<file path="src/rtl/paddsb_serial.sv">
// rtl/paddsb_serial.sv - nibble-serial PADDSB saturating add/subtract, one lane per cycle
module paddsb_serial #(
  parameter int LANES = 4,
  parameter int LW    = 4
) (
  input  logic                  clk,
  input  logic                  rst,
  input  logic                  start,
  input  logic [LANES*LW-1:0]   A,
  input  logic [LANES*LW-1:0]   B,
  input  logic                  sub,
  output logic                  busy,
  output logic                  done,
  output logic [LANES*LW-1:0]   Sum,
  output logic [LANES-1:0]      sat
);

  localparam int W  = LANES * LW;
  localparam int IW = (LANES > 1) ? $clog2(LANES) : 1;

  // Saturation bounds in the sign-extended (LW+1)-bit domain: +7 and -8 for LW=4.
  localparam logic signed [LW:0] MAX_V = {2'b00, {(LW-1){1'b1}}};
  localparam logic signed [LW:0] MIN_V = {2'b11, {(LW-1){1'b0}}};

  typedef enum logic [1:0] {
    IDLE = 2'd0,
    RUN  = 2'd1,
    DONE = 2'd2
  } state_t;

  state_t            state;
  state_t            state_nxt;
  logic              accept;
  logic              last_lane;

  logic [W-1:0]      a_q;
  logic [W-1:0]      b_q;
  logic              sub_q;
  logic [IW-1:0]     idx;

  logic [LW-1:0]     a_lane;
  logic [LW-1:0]     b_lane;
  logic signed [LW:0] a_ext;
  logic signed [LW:0] b_ext;
  logic signed [LW:0] r_ext;
  logic [LW-1:0]     lane_res;
  logic              lane_sat;

  assign last_lane = (idx == IW'(LANES - 1));

  // Status outputs are pure decodes of the registered state.
  assign busy = (state == RUN);
  assign done = (state == DONE);

  // State register; reset drops any in-flight operation.
  always_ff @(posedge clk or posedge rst) begin
    if (rst) begin
      state <= IDLE;
    end else begin
      state <= state_nxt;
    end
  end

  // Next-state logic; a start is only honoured when not computing lanes.
  always_comb begin
    state_nxt = state;
    accept    = 1'b0;
    case (state)
      IDLE: begin
        if (start) begin
          accept    = 1'b1;
          state_nxt = RUN;
        end
      end
      RUN: begin
        if (last_lane) begin
          state_nxt = DONE;
        end
      end
      DONE: begin
        if (start) begin
          accept    = 1'b1;
          state_nxt = RUN;
        end else begin
          state_nxt = IDLE;
        end
      end
      default: begin
        state_nxt = IDLE;
      end
    endcase
  end

  // Single shared lane datapath: sign-extend, add or subtract, then clamp.
  always_comb begin
    a_lane   = a_q[idx*LW +: LW];
    b_lane   = b_q[idx*LW +: LW];
    a_ext    = $signed({a_lane[LW-1], a_lane});
    b_ext    = $signed({b_lane[LW-1], b_lane});
    // One extra bit holds every sum/difference of two LW-bit values exactly.
    r_ext    = sub_q ? (a_ext - b_ext) : (a_ext + b_ext);
    lane_res = r_ext[LW-1:0];
    lane_sat = 1'b0;
    if (r_ext > MAX_V) begin
      lane_res = MAX_V[LW-1:0];
      lane_sat = 1'b1;
    end else if (r_ext < MIN_V) begin
      lane_res = MIN_V[LW-1:0];
      lane_sat = 1'b1;
    end
  end

  // Operand capture on accept, then one lane written per RUN cycle, LSB lane first.
  always_ff @(posedge clk or posedge rst) begin
    if (rst) begin
      a_q   <= '0;
      b_q   <= '0;
      sub_q <= 1'b0;
      idx   <= '0;
      Sum   <= '0;
      sat   <= '0;
    end else if (accept) begin
      a_q   <= A;
      b_q   <= B;
      sub_q <= sub;
      idx   <= '0;
      Sum   <= '0;
      sat   <= '0;
    end else if (state == RUN) begin
      Sum[idx*LW +: LW] <= lane_res;
      sat[idx]          <= lane_sat;
      idx               <= last_lane ? '0 : idx + 1'b1;
    end
  end

endmodule

</file>
<file path="config.mk">
export PLATFORM = sky130hd
export DESIGN_NAME = paddsb_serial
export DESIGN_NICKNAME = d
export VERILOG_FILES = /design/src/rtl/paddsb_serial.sv
export SDC_FILE = /design/constraint.sdc
export NUM_CORES = 1
export LEC_CHECK = 0
export ABC_AREA = 1
export BUFFER_PORTS_ARGS = -buffer_cell sky130_fd_sc_hd__buf_2
export CAP_MARGIN = 20
export CORE_MARGIN = 2
export CORE_UTILIZATION = 28
export DETAILED_ROUTE_END_ITERATION = 12
export SLEW_MARGIN = 0
export SYNTH_ARGS = -nofsm -noshare
export SYNTH_HDL_FRONTEND = slang
export SYNTH_SLANG_ARGS = --single-unit
</file>
<file path="constraint.sdc">
create_clock -name clk -period 3.3 [get_ports clk]
set_input_delay 0.33 -clock clk [delete_from_list [all_inputs] [get_ports clk]]
set_output_delay 0.33 -clock clk [all_outputs]
set_load 0.02 [all_outputs]
</file>
# Word-level counts from Yosys, hierarchy flattened
# Cells that the tools add are included.
dict set report word_totals {
  out_inout_bits 22
  input_bits 36
  word_cells 51
  regBits 57
}
dict set report op_classes {
  addsub 4
  n_reduce_logical 5
  mux 22
  order_cmp 4
  shift 4
  n_eq_ne 5
}
# operator n
set ops {}
lappend ops {{4-bit negator with 34-bit output} 1}
lappend ops {{4-bit by 34-bit variable shift with 16-bit output (first input constant)} 1}
lappend ops {{4-bit by 34-bit indexed part select with 16-bit output} 1}
lappend ops {{16-bit two-way mux} 2}
lappend ops {{16-bit by 5-bit indexed part select with 4-bit output} 2}
lappend ops {{16-bit bitwise mux} 1}
lappend ops {{4-bit two-way mux} 4}
lappend ops {{2-bit two-way mux} 5}
lappend ops {{1-bit two-way mux} 6}
lappend ops {{2-bit case mux with 3 select lines} 1}
lappend ops {{4-bit by 4-bit adder with 5-bit output} 1}
lappend ops {{5-bit by 4-bit greater-than comparator with 1-bit output (second input constant)} 1}
lappend ops {{5-bit by 4-bit less-than comparator with 1-bit output (second input constant)} 1}
lappend ops {{5-bit two-way mux} 1}
lappend ops {{4-bit by 4-bit subtractor with 5-bit output} 1}
lappend ops {{4-bit bitwise mux} 1}
lappend ops {{2-bit equality test (second input constant)} 2}
lappend ops {{2-bit by 3-bit less-than comparator with 1-bit output (second input constant)} 1}
lappend ops {{2-bit by 1-bit adder with 2-bit output (second input constant)} 1}
lappend ops {{1-bit demux with 2-bit select} 1}
lappend ops {{2-bit by 1-bit equality test with 1-bit output (second input constant)} 1}
lappend ops {{2-bit by 1-bit >= comparator with 1-bit output (second input constant)} 1}
lappend ops {{2-bit logical NOT} 1}
lappend ops {{2-bit by 1-bit inequality test with 1-bit output (second input constant)} 1}
lappend ops {{5 further kinds} 5}

# Logic depth before layout (Yosys ltp)
dict set report depth {
  ltp_word 10
  depth_mapped 25
  depth_no_buf 24
}

# Worst setup path before layout
# No wires, ideal clock.
dict set report synth_path {
  path_kind {register to register}
  start {register idx[0]}
  end {register Sum[10]}
  stages_incl_launch_ff 24
  synth_period_minus_slack_ps 2969
  t_arrival_ps 2891
  setup_ps 77
  required_ps 3223
  slack_ps 331
  n_path_buf 2
  path_cell_list {dfrtp_1 buf_6 buf_2 nor2_1 inv_1 a32oi_1 inv_1 ha_1 o21ai_0 inv_1 fa_1 nor2_1 nor2_1 inv_1 nand2_1 nand2_1 inv_1 nand3_1 nand2_2 inv_2 nand2_4 nand2_2 nand2_1 o21ai_1}
}
dict set report synth_via {
  elab_chain_len 10
  elab_cells_between_ends 15
}
# element line
set synth_lines {}
lappend synth_lines {{start, declared} 39} ;# logic [IW-1:0] idx;
lappend synth_lines {{start signal, assigned} 132} ;# idx <= last_lane ? '0 : idx + 1'b1;
lappend synth_lines {{16-bit by 5-bit indexed part select with 4-bit output (on tied branches)} {96, 97}}
lappend synth_lines {{4-bit by 4-bit adder with 5-bit output or 4-bit by 4-bit subtractor with 5-bit output (tied branches)} 101} ;# r_ext = sub_q ? (a_ext - b_ext) : (a_ext + b_ext);
lappend synth_lines {{5-bit two-way mux} 101}
lappend synth_lines {{5-bit by 4-bit less-than comparator with 1-bit output} 107} ;# end else if (r_ext < MIN_V) begin
lappend synth_lines {{4-bit two-way mux} 107}
lappend synth_lines {{4-bit two-way mux} 104} ;# if (r_ext > MAX_V) begin
lappend synth_lines {{4-bit by 34-bit indexed part select with 16-bit output} 130} ;# Sum[idx*LW +: LW] <= lane_res;
lappend synth_lines {{16-bit bitwise mux *} 130}
lappend synth_lines {{16-bit two-way mux *} 129} ;# end else if (state == RUN) begin
lappend synth_lines {{16-bit two-way mux *} 122} ;# end else if (accept) begin
lappend synth_lines {{end signal, assigned by index} 130}
lappend synth_lines {{end, declared} 14} ;# output logic [LANES*LW-1:0] Sum,
# Every way passes the cells marked *; elsewhere a longest branch is shown, timed or not. The select of a mux whose other input is x is not followed.
# A chain may end at the register's enable or synchronous reset.

# Worst setup path after layout
dict set report layout_path {
  start {register idx[0]}
  end {register Sum[14]}
}
# Same word-level chain as after synthesis.

==> impl_metrics.csv <==
group,metric,value,unit
status,outcome,"finished, final reports clean",
sta,min_period_over_period,91.8,%
floorplan,die-area,11000,sq um
critical_path,regToRegEndpoint,"Sum[14]",
finish,num-nets-final,474,
sta,layout_min_cycle_time,3.03,ns
critical_path,slowest_delay,0.48,ns
clocking,path_clk_slew,0.07,ns
placed_design,dp_hpwl,5.26,mm
detailed_routing,firstDrtPassIters,4,
sta,rsz0062_at_grt,"false",
global_route,grt_pass1_vias,2655,
global_route,grt_max_degree,40,
finish,diodes,0,
detailed_routing,drc,0,
detailed_routing,routedWlPerCell,12.4,um
job,cap_viol_max_count,0,
sta,finalSetupTns,0,ns
critical_path,required,3.57,ns
clocking,post_cts_buffers,0,
synthesis,ys_seq_area_share,49.9,%
finish,fillCellCount,1080,
synthesis,syn_avg_cell_area,7.85,sq um
synthesis,yosysMostFrequentCell,"nand2_1",
sta,clock.fmax,330,MHz
detailed_routing,totalWireLength,7.02,mm
detailed_routing,vias_per_cell,4.45,
floorplan,num_rows,36,
synthesis,ys.flop_type,"dfrtp_1",
critical_path,end_kind,"register",
floorplan,coreArea,9820,sq um
critical_path,rrSetupSlack,0.27,ns
clocking,htree_levels,3,
clocking,cts_tree,"yes",
sta,worstMarginPinSlew,0.618,ns
global_route,grt_antenna_before_repair,0,
synthesis,synth_async_sr_flop_share,100,%
global_route,grt_use_total,14.1,%
finish,drive_above_1_share,22.5,%
critical_path,cp-start-kind,"register",
finish,seqCellArea,1430,sq um
critical_path,cp_max_fo,9,
synthesis,synth_edf_count,0,
finish,syn2layout_area_growth,21.7,%
global_route,grt_pass1_wl,12.4,mm
critical_path,worstSetupStartpoint,"idx[0]",
clocking,cts_root_buf,"clkbuf_8",
sta,finalSetupViolCount,0,
critical_path,crit_chain,"nor2_1 > inv_1 > a32oi_1 > inv_1 > ha_1 > o21ai_1 > inv_1 > fa_1 > nor2_1 > nor2_1 > inv_1 > nand2_1 > nand2_1 > inv_1 > nand3_1 > nand2_2 > inv_2 > nand2_4 > nand2_2 > nand4_1 > nand2_1",
floorplan,ios,58,
synthesis,synth_common_cells,"nand2_1, dfrtp_1, inv_1",
critical_path,cp_slowest_cell,"dfrtp_2",
synthesis,synthCells,364,
critical_path,crit_type,"reg2reg",
synthesis,synth_top_cell_by_area,"dfrtp_1",
sta,finalHoldViolCount,0,
clocking,clock_latency,0.33,ns
critical_path,cp_common_cell,"inv_1",
floorplan,start_util,29.1,%
critical_path,regToRegStartpoint,"idx[0]",
floorplan,die-width,105,um
synthesis,synth-seq-cells,57,
clocking,cts_buffers,9,
global_route,grt_overflow_total,0,
finish,multi_input_area,1230,sq um
synthesis,synth.yosys.warnings,0,
detailed_routing,drt_iter0_markers,131,
sta,slew_headroom,58.7,%
synthesis,syn-num-nets,410,
critical_path,r2r.worst_path.cells,21,
hold_path,hold_path_class,"in2async",
floorplan,chipHeight,105,um
synthesis,ys_types,27,
critical_path,setup.worst_path.end,"Sum[14]",
synthesis,syn_area,2860,sq um
critical_path,critPathArrivalTime,3.30,ns
synthesis,netlist.area_leader.share,49.9,%
detailed_routing,postRouteAntennaNets,0,
sta,drv_slew,0,
clocking,clk_path_buf_depth,2,
placed_design,gp_congestion,0.876,
sta,final.setup_skew,0.00772,ns
detailed_routing,vias,2513,
clocking,clock-sinks,57,
placed_design,port_buffers,57,
synthesis,synthTopCellsByArea,"dfrtp_1, nand2_1, ha_1, inv_1, nand3_1",
## final cells by class
| cell class | count | share of cell area (%) |
|---|---|---|
| clock buffers | 11 | 4.06 |
| clock inverters | 4 | 0.576 |
| inverters | 35 | 3.92 |
| multi-input cells | 259 | 35.5 |
| flip-flops and latches | 57 | 41.0 |
| well taps | 133 | 4.78 |
| repair buffers | 66 | 10.1 |
## per-layer routing
| metal | GRT usage [%] | wire (um) | share of wire (%) | vias up |
|---|---|---|---|---|
| met5 | 0 | 0 | 0 | - |
| met4 | 4.95 | 71 | 1.0 | 0 |
| li1 | - | - | - | 1266 |
| met2 | 23.7 | 3360 | 48 | 57 |
| met1 | 16.9 | 3230 | 46 | 1180 |
| met3 | 4.62 | 360 | 5.1 | 10 |
## sequential cells by signal, indices dropped and copies added, names as in the netlist
signal / count
sat: 4
a_q: 16
idx: 2
Sum: 16
sub_q: 1
b_q: 16
state: 2
## critical path, delay by kind of cell, from the launching register on
| family | cells | cell delay, ns |
|---|---|---|
| and+or+nand+nor | 11 | 0.93 |
| adders and majority gates | 2 | 0.72 |
| DFF | 1 | 0.48 |
| buffers and inverters | 6 | 0.41 |
| AOI/OAI and AO/OA | 2 | 0.41 |
## worst min path at each step
stage | startpoint | to | slack (ns) | cells after the start
after global routing | rst | state[1] | 0.11 | 2
after detailed placement | rst | state[1] | 0.44 | 2
after global placement | rst | state[1] | 0.44 | 2
after CTS | rst | state[1] | 0.08 | 2
after floorplan | A[0] | a_q[0] | 0.44 | 2
final | rst | state[1] | 0.07 | 2
## cell families after synthesis
group           after synthesis  share of synthesized area, %
simple gates                211                          30.3
flops                        57                          49.9
buf+inv                      48                          6.92
compound gates               34                          7.00
fa+ha+maj                    10                          4.64
xor+xnor                      4                          1.23
## per-stage QoR
step | instances | hold WS, ns | utilization [%] | instance area, sq um | worst slack (ns)
2_1_floorplan | 364 | 0.440 | - | 2860 | 0.331
3_3_place_gp | 550 | 0.438 | 33.8 | 3320 | 0.273
3_5_place_dp | 550 | 0.443 | 33.8 | 3320 | 0.168
4_1_cts | 565 | 0.0810 | 35.4 | 3480 | 0.141
5_1_grt | 565 | 0.108 | 35.4 | 3480 | 0.0181
6_report | 565 | 0.0658 | 35.4 | 3480 | 0.270
## placed cells by master, fill, tap and decap left out
master / Yosys / final
a21oi_1: 5 / 5
a32o_1: 3 / 3
a32oi_1: 2 / 2
buf_2: 4 / 57
buf_4: 0 / 9
clkbuf_1: 6 / 1
clkbuf_8: 0 / 10
clkinv_2: 0 / 4
dfrtp_1: 57 / 56
dfrtp_2: 0 / 1
fa_1: 1 / 1
ha_1: 9 / 9
inv_1: 30 / 29
inv_2: 4 / 5
inv_6: 1 / 1
nand2_1: 165 / 165
nand2_2: 7 / 7
nand2_4: 1 / 1
nand3_1: 14 / 14
nand4_1: 8 / 8
nor2_1: 14 / 14
nor2_2: 1 / 1
nor4_2: 1 / 1
o21ai_0: 13 / 12
o21ai_1: 7 / 8
o22ai_1: 2 / 2
o31ai_1: 2 / 2
xnor2_1: 3 / 3
xor2_1: 1 / 1
## what timing repair did
action                     4_1_cts  5_1_grt
setup endpoints to repair        0       17
hold buffers                     0        0
hold endpoints to repair         0        0
gates resized for setup          0        2
Power is left out: the tool's default activity adds up to more than one toggle a clock period on the data nets, which glitch-free logic cannot reach.
